`src/rtl/ptr_sync_gray.sv`:
```
// Multi-channel Gray-pointer synchroniser into the dest_clk domain, with binary
// conversion, per-cycle advance, update strobe and sticky illegal-jump detection.
module ptr_sync_gray #(
    parameter int ASIZE    = 4,
    parameter int STAGES   = 2,
    parameter int CHANNELS = 1
) (
    input  logic                            dest_clk,
    input  logic                            dest_rst_n,
    input  logic [CHANNELS*(ASIZE+1)-1:0]   src_ptr,
    input  logic [CHANNELS-1:0]             err_clr,
    output logic [CHANNELS*(ASIZE+1)-1:0]   dest_ptr,
    output logic [CHANNELS*(ASIZE+1)-1:0]   dest_bin,
    output logic [CHANNELS*(ASIZE+1)-1:0]   dest_delta,
    output logic [CHANNELS-1:0]             dest_upd,
    output logic [CHANNELS-1:0]             dest_err
);

    localparam int PW = ASIZE + 1;
    // Largest legal advance between two samples: exactly one full FIFO.
    localparam logic [PW-1:0] FULL_SPAN = {1'b1, {ASIZE{1'b0}}};

    function automatic logic [PW-1:0] gray2bin(input logic [PW-1:0] g);
        logic [PW-1:0] b;
        b[PW-1] = g[PW-1];
        for (int i = PW - 2; i >= 0; i--) begin
            b[i] = b[i+1] ^ g[i];
        end
        return b;
    endfunction

    genvar gi;
    generate
        for (gi = 0; gi < CHANNELS; gi++) begin : g_chan
            // Plain flop chain: nothing may sit between the source pointer and
            // the first flop, or between flops, for the Gray crossing to be safe.
            logic [STAGES-1:0][PW-1:0] sync_reg;
            logic [PW-1:0]             ptr_reg;
            logic [PW-1:0]             bin_reg;
            logic [PW-1:0]             delta_reg;
            logic                      upd_reg;
            logic                      err_reg;

            logic [PW-1:0]             arrive_gray;
            logic [PW-1:0]             arrive_bin;
            logic [PW-1:0]             delta_next;
            logic                      upd_next;
            logic                      viol;
            logic                      err_next;

            always_ff @(posedge dest_clk or negedge dest_rst_n) begin
                if (!dest_rst_n) begin
                    sync_reg <= '0;
                end else if (STAGES > 1) begin
                    sync_reg <= {sync_reg[STAGES-2:0], src_ptr[gi*PW +: PW]};
                end else begin
                    sync_reg[0] <= src_ptr[gi*PW +: PW];
                end
            end

            // Delta is taken against the registered binary, so after reset the
            // first arriving pointer is measured from zero.
            always_comb begin
                arrive_gray = sync_reg[STAGES-1];
                arrive_bin  = gray2bin(arrive_gray);
                delta_next  = arrive_bin - bin_reg;
                upd_next    = (delta_next != '0);
                viol        = (delta_next > FULL_SPAN);
                err_next    = viol | (err_reg & ~err_clr[gi]);
            end

            always_ff @(posedge dest_clk or negedge dest_rst_n) begin
                if (!dest_rst_n) begin
                    ptr_reg   <= '0;
                    bin_reg   <= '0;
                    delta_reg <= '0;
                    upd_reg   <= 1'b0;
                    err_reg   <= 1'b0;
                end else begin
                    ptr_reg   <= arrive_gray;
                    bin_reg   <= arrive_bin;
                    delta_reg <= delta_next;
                    upd_reg   <= upd_next;
                    err_reg   <= err_next;
                end
            end

            assign dest_ptr[gi*PW +: PW]   = ptr_reg;
            assign dest_bin[gi*PW +: PW]   = bin_reg;
            assign dest_delta[gi*PW +: PW] = delta_reg;
            assign dest_upd[gi]            = upd_reg;
            assign dest_err[gi]            = err_reg;
        end
    endgenerate

endmodule

```
`config.mk`:
```
export PLATFORM = sky130hd
export DESIGN_NAME = ptr_sync_gray
export DESIGN_NICKNAME = d
export VERILOG_FILES = /design/src/rtl/ptr_sync_gray.sv
export SDC_FILE = /design/constraint.sdc
export NUM_CORES = 1
export LEC_CHECK = 0
export CORE_UTILIZATION = 40
export DETAILED_ROUTE_END_ITERATION = 8
export PLACE_DENSITY = 0.77
export SETUP_SLACK_MARGIN = 0.1
export SYNTH_ARGS = -nofsm -noshare
export SYNTH_HDL_FRONTEND = slang
export SYNTH_SLANG_ARGS = --single-unit
export TNS_END_PERCENT = 10
```
`constraint.sdc`:
```
create_clock -name dest_clk -period 4.2 [get_ports dest_clk]
set_input_delay 1.26 -clock dest_clk [delete_from_list [all_inputs] [get_ports dest_clk]]
set_output_delay 1.26 -clock dest_clk [all_outputs]
set_load 0.05 [all_outputs]
```
-- Yosys cells after proc, flatten, opt, wreduce, memory -nomap -nowiden
Index checks and enable logic that the tools add are counted.
W data, S select, Z words.
- reductions and logical operators: 1
- bitwise gates (word level): 7
- $lt $le $gt $ge: 1
- $add $sub $neg: 1
- operators with widths (kind ; count):
    $gt A5 B5 Y1 const B ; 1
    $reduce_bool A5 Y1 ; 1
    $sub A5 B5 Y5 ; 1
    $xor A1 B1 Y1 ; 4
    $and A1 B1 Y1 ; 1
    $not A1 Y1 ; 1
    $or A1 B1 Y1 ; 1
- register bits after elaboration: 27
- input bits: 8

-- Depth between registers and ports, before layout
Gate-level depths: netlist (run 1).
- depth in word-level cells: 7
- depth in mapped cells: 10

-- Worst setup path after synthesis (run 1)
OpenSTA, ideal clock, no wires.
- path type: register -> register
- start point: register g_chan[0].sync_reg (netlist bit g_chan[0].arrive_gray[3])
- end point: register g_chan[0].upd_reg (netlist: dest_upd)
- buffers on the path: 0
- slack: 1.445 ns
- required time: 4.061 ns
- arrival time: 2.616 ns
- cell stages (with the launch flop): 11
- path through: dfrtp_1 xor2_2 xor2_2 xnor2_2 xor2_1 ha_1 fa_1 nand2b_1 a21oi_1 xnor2_1 or4_1
- longest elaborated chain between the ends: 6
- RTL lines (item ; RTL line ; text):
    start: declaration ; 37 ; logic [STAGES-1:0][PW-1:0] sync_reg;
    start signal: assignment ; 55 ; sync_reg <= {sync_reg[STAGES-2:0], src_ptr[gi*PW +: PW]};
    $xor A1 B1 Y1 (*) ; 27 ; b[i] = b[i+1] ^ g[i];
    net g_chan[0].arrive_bin[3] ; 45 ; logic [PW-1:0] arrive_bin;
    $xor A1 B1 Y1 (*) ; 27 ;
    net g_chan[0].arrive_bin[2] ; 45 ;
    $xor A1 B1 Y1 (2 in series) ; 27 ;
    $sub A5 B5 Y5 (*) ; 66 ; delta_next = arrive_bin - bin_reg;
    net g_chan[0].delta_next[4] ; 46 ; logic [PW-1:0] delta_next;
    $reduce_bool A5 Y1 (*) ; 67 ; upd_next = (delta_next != '0);
    net g_chan[0].upd_next ; 47 ; logic upd_next;
    end signal: assignment ; 83 ; upd_reg <= upd_next;
    end: declaration ; 41 ; logic upd_reg;
The timed path passes the listed nets; every way through them passes the cells marked *.

-- Worst setup path in the final report (run 1)
- start point: register g_chan[0].sync_reg (netlist bit g_chan[0].arrive_gray[4])
- end point: register g_chan[0].upd_reg (netlist: dest_upd)
Same word-level chain as after synthesis.

==> results.yml, run 1 <==
power:
  power_frac_seq_pct: 40.6
  clockPowerShare_pct: 15.8
  p_sw_share_pct: 39.65
  p_leak_uw: 0.0005487
  pwr-share-comb_pct: 43.6
  ir_worst_vdd_mv: 0.3629
  p_int_uw: 463.7
  switching_power_uw: 304.7
  powerDensity_nw_per_um2: 623.5
finish:
  syn_to_final_growth_pct: 32.75
  diodes: 0
  nets: 102
  final_cells: 116
  final_common_cell: "dfrtp_1"
  final_cell_mix: "26 x dfrtp_1, 24 x clkdlybuf4s50_1, 7 x inv_1"
  nFillCells: 181
  drive_gt1_share_pct: 7.955
grt:
  grt_pass1_vias: 517
  track_usage_pct: 12.07
  grt_max_degree: 27
  grt-ovfl-total: 0
  grt_first_pass_wirelength_um: 2173
  antenna_found_initial: 0
placement:
  hpwlAfterDp_um: 902.7
  gp_congestion: 0.7932
  dp_cells: 112
  port-buffer-count: 24
timing:
  fin_crit_ns: 2.916
  slew_violations: 0
  tightest_slew_ns: 1.090
  rsz0062_at_grt: "no"
  setup_viol: 0
  slew_headroom_pct: 27.12
  tns_ns: 0
  fin_skew_ns: 0.005188
  hold_viol_final: 0
  clock.fmax_mhz: 342.9
  final.period_utilization_pct: 69.43
synth:
  yosysTopAreaCell: "dfrtp_1"
  syn_area_per_cell_um2: 15.22
  ys_types: 17
  yosysTopAreaCellShare_pct: 70.08
  yosys_register_bits: 26
  synth.yosys.seq_area_share_pct: 70.08
  syn-num-nets: 74
  synthesis.area_um2: 928.4
  yosys_warnings: 0
  synth_cells: 61
  netlist_top_cells_area: "dfrtp_1 70%, ha_1 5.4%, xor2_2 3.5%"
job:
  drv_cap: 0
die:
  initial_core_util_pct: 42.38
  die_w_um: 50.18
  io-pin-count: 25
  dieArea_um2: 2518
  coreArea_um2: 2191
  die_y_um: 50.18
  rows: 17
clocking:
  cts_buffer_depth: 2
  clkSinkCount: 26
  cts_root_buffer: "clkbuf_4"
  cts_max_level: 1
  insertion_delay_ns: 0.31
  postCtsHoldBufs: 0
  numCtsBuffers: 3
  cts_tree: "yes"
  clk_pin_slew_ns: 0.13
  cts-resized-gates: 0
  post_cts_buffers: 0
status:
  run_status: "completed"
critical_path:
  worstPathMaxFanout: 4
  start_kind: "register"
  end_kind: "register"
  critPathArrivalTime_ns: 3.12
  worst_ep_required_time_ns: 4.40
  critPathKind: "reg2reg"
routing:
  wl_um: 1220
  drt_iter0_markers: 1
  via_count: 502
  drc: 0
  drt_pass1_iterations: 3
  via_per_inst: 4.328
  avgRoutedWirePerCell_um: 10.52
  ant_nets: 0
worst_hold_path:
  holdCritPathClass: "reg2reg"
## worst max-delay path, stage by stage, from the launching register on
cell and delay [ns]:
dfrtp_1 0.44, xor2_2 0.24, xor2_2 0.24, xnor2_2 0.19, xor2_1 0.11, ha_1 0.22
fa_1 0.41, nand2b_1 0.16, a21oi_1 0.16, xnor2_1 0.11, or4_1 0.52
## stage by stage
step	util, %	instance area, um2	hold WS (ns)	total power [uW]	setup WS, ns
after floorplan	-	928.4	0.3312	548.1	1.445
after global placement	54.60	1196	0.3322	650.5	1.334
after detailed placement	54.60	1196	0.3347	656.3	1.258
after CTS	56.25	1232	0.3648	778.4	1.239
after global routing	56.25	1232	0.3764	811.9	1.034
final	56.25	1232	0.3631	768.4	1.284
## metal layers
metal  GRT usage, %  share of wire [%]  vias up
met3          2.727                5.7        4
met4          8.571                2.0        0
met2          18.22                 48       20
met1          15.24                 44      235
li1               -                  -      243
met5              0                  0        -
## cells in the mapped netlist, drive strengths merged
cell / count
nand2b: 1
fa: 1
nor3b: 1
buf: 1
xor2: 5
inv: 7
nand2: 3
xnor2: 4
ha: 4
a21oi: 2
or4: 2
a32o: 1
dfrtp: 26
o21ai: 1
nor2: 2
## area by class of cell
cell class              instances  area (um2)  share of cell area (%)
flip-flops and latches         26       650.6                   52.79
multi-input cells              27       244.0                   19.80
repair buffers                 24       240.2                   19.49
clock buffers                   4       36.28                   2.944
well taps                      28       35.03                   2.843
inverters                       7       26.28                   2.132
## power groups by stage
stage	Clock (uW)	Sequential (uW)	Combinational, uW
2_1_floorplan	0	460	88.4
6_report	121	312	335
5_1_grt	137	317	358
4_1_cts	128	312	338
3_3_place_gp	0	316	334
3_5_place_dp	0	318	339
## kinds of logic (layout without fill, tap and decap cells)
family,after synthesis,count (layout),share of synthesized area [%]
XOR/XNOR,9,9,10.92
AND/OR/NAND/NOR,9,9,5.122
adder cells (fa/ha/maj),5,5,7.547
flip-flops,26,26,70.08
AO/OA/AOI/OAI,4,4,2.695
buffers and inverters,8,35,3.640
## worst paths after layout
check | from | endpoint | slack [ns] | cells after the start
max | g_chan[0].arrive_gray[4]$_DFF_PN0_ | dest_upd$_DFF_PN0_ | 1.28 | 10
min | g_chan[0].sync_reg[1]$_DFF_PN0_ | g_chan[0].arrive_gray[1]$_DFF_PN0_ | 0.36 | 0
max reg2reg | g_chan[0].arrive_gray[4]$_DFF_PN0_ | dest_upd$_DFF_PN0_ | 1.28 | 10
min reg2reg | g_chan[0].sync_reg[1]$_DFF_PN0_ | g_chan[0].arrive_gray[1]$_DFF_PN0_ | 0.36 | 0
max in group asynchronous | dest_rst_n | g_chan[0].arrive_gray[2]$_DFF_PN0_ | 2.03 | 1
min in group asynchronous | dest_rst_n | dest_upd$_DFF_PN0_ | 1.52 | 1
Note: power is estimated with default switching activity, not from simulation.
==> run 2: changes to the inputs <==
Clock period 4.2 ns to 3.1 ns, I/O delays scaled along.
==> run 2 against run 1 <==
Combinational power up 51%. Die area unchanged. Sequential share of layout area down 3.4 points. First-iteration DRC count rose to 4.0 times the previous value. Clock skew down 0.0028 ns. Final cell count up 6.0%. Critical endpoint unchanged. Clock power up 31%. Flip-flop and latch count unchanged. Routed wire length up 8.8%. Global-route usage down 0.52 points.
==> results.yml, run 2 (synthesis results as in run 1) <==
timing:
  slew_headroom_pct: 66.43
  tightest_slew_ns: 0.5020
  clock.fmax_mhz: 344.8
  tns_ns: 0
  slew_violations: 0
  rsz0062_at_grt: "no"
  fin_skew_ns: 0.002410
  fin_crit_ns: 2.900
  hold_viol_final: 0
  setup_viol: 0
  final.period_utilization_pct: 93.55
finish:
  diodes: 0
  nets: 109
  final_common_cell: "dfrtp_1"
  ff_latch_area_um2: 650.6
  multi_input_area_um2: 275.3
  syn_to_final_growth_pct: 41.78
  final_cell_mix: "26 x dfrtp_1, 24 x clkdlybuf4s50_1, 7 x inv_1, 7 x buf_4"
  drive_gt1_share_pct: 20.00
  nFillCells: 170
  fin_util_pct: 60.08
status:
  run_status: "completed"
clocking:
  cts_root_buffer: "clkbuf_4"
  numCtsBuffers: 3
  cts_max_level: 1
  clkSinkCount: 26
  cts_tree: "yes"
  cts_buffer_depth: 2
  clk_pin_slew_ns: 0.12
  insertion_delay_ns: 0.30
  postCtsHoldBufs: 0
grt:
  grt_first_pass_wirelength_um: 2118
  grt-ovfl-total: 0
  grt_max_degree: 27
  track_usage_pct: 11.55
  antenna_found_initial: 0
  grt_pass1_vias: 528
die:
  coreArea_um2: 2191
  die_y_um: 50.18
  die_w_um: 50.18
  rows: 17
  dieArea_um2: 2518
  initial_core_util_pct: 42.38
  io-pin-count: 25
placement:
  gp_congestion: 0.7839
  port-buffer-count: 24
  hpwlAfterDp_um: 949.5
power:
  powerDensity_nw_per_um2: 825.0
  ir_worst_vdd_mv: 0.4419
  p_leak_uw: 0.0005916
critical_path:
  worstPathMaxFanout: 4
  worst_ep_required_time_ns: 3.29
  r2r-start: "g_chan[0].arrive_gray[4]$_DFF_PN0_"
  start_kind: "register"
  critPathArrivalTime_ns: 3.09
  critPathKind: "reg2reg"
  startpoint: "g_chan[0].arrive_gray[4]$_DFF_PN0_"
  end_kind: "register"
worst_hold_path:
  hp-start: "g_chan[0].sync_reg[0]$_DFF_PN0_"
  holdCritPathClass: "reg2reg"
routing:
  avgRoutedWirePerCell_um: 10.79
  drc: 0
  via_per_inst: 4.488
  ant_nets: 0
  wl_um: 1327
  via_count: 552
  drt_pass1_iterations: 3
  drt_iter0_markers: 4
job:
  drv_cap: 0
[run 2: report_power, final]
part | switching [uW] | internal (uW)
combinational | 317 | 189
clock | 87.1 | 71.6
sequential | 22.4 | 398
total | 427 | 659
[run 2: worst paths after layout]
check | to | slack, ns | cells after the start
max reg2reg | dest_upd$_DFF_PN0_ | 0.20 | 10
min reg2reg | g_chan[0].arrive_gray[0]$_DFF_PN0_ | 0.36 | 0
min | g_chan[0].arrive_gray[0]$_DFF_PN0_ | 0.36 | 0
max | dest_upd$_DFF_PN0_ | 0.20 | 10
min in group asynchronous | dest_upd$_DFF_PN0_ | 0.96 | 2
max in group asynchronous | dest_ptr[0]$_DFF_PN0_ | 1.90 | 2
[run 2: cell type report]
class | instances | share of cell area [%]
clock buffer | 4 | 2.757
inverter | 7 | 1.996
multi-input combinational | 27 | 20.91
sequential | 26 | 49.43
tap | 28 | 2.662
timing repair buffer | 31 | 22.24
[run 2: layer usage]
| metal | vias to the layer above | wire, um | GRT usage [%] |
|---|---|---|---|
| li1 | 260 | - | - |
| met3 | 2 | 85 | 2.424 |
| met1 | 270 | 477 | 11.59 |
| met2 | 20 | 729 | 22.00 |
| met5 | - | 0 | 0 |
| met4 | 0 | 35 | 5.714 |
[run 2: through the flow]
step                      power (uW)  setup slack, ns  instance area [um2]  cells  hold WS, ns
final                           1086           0.1998                 1316    123       0.3633
after global placement         882.4           0.2380                 1204    113       0.3316
after floorplan                742.6           0.3453                928.4     61       0.3312
after detailed placement       891.7           0.1130                 1204    113       0.3358
after global routing            1147          0.05235                 1316    123       0.3752
after CTS                       1059           0.1023                 1255    119       0.3658
[run 2: what timing repair did]
| item | CTS | global route |
|---|---|---|
| resized for setup | 0 | 6 |
| setup endpoints to repair | 1 | 2 |
| buffers inserted | 2 | 4 |
| pin swaps | 1 | 6 |
[run 2: worst max-delay path, stage by stage, from the launching register on]
cell and delay, ns:
dfrtp_1 0.43, xor2_2 0.26, xor2_2 0.23, xnor2_2 0.15
xor2_1 0.20, ha_2 0.21, fa_2 0.36, nand2b_4 0.18
a21oi_4 0.16, xnor2_2 0.08, or4_1 0.52
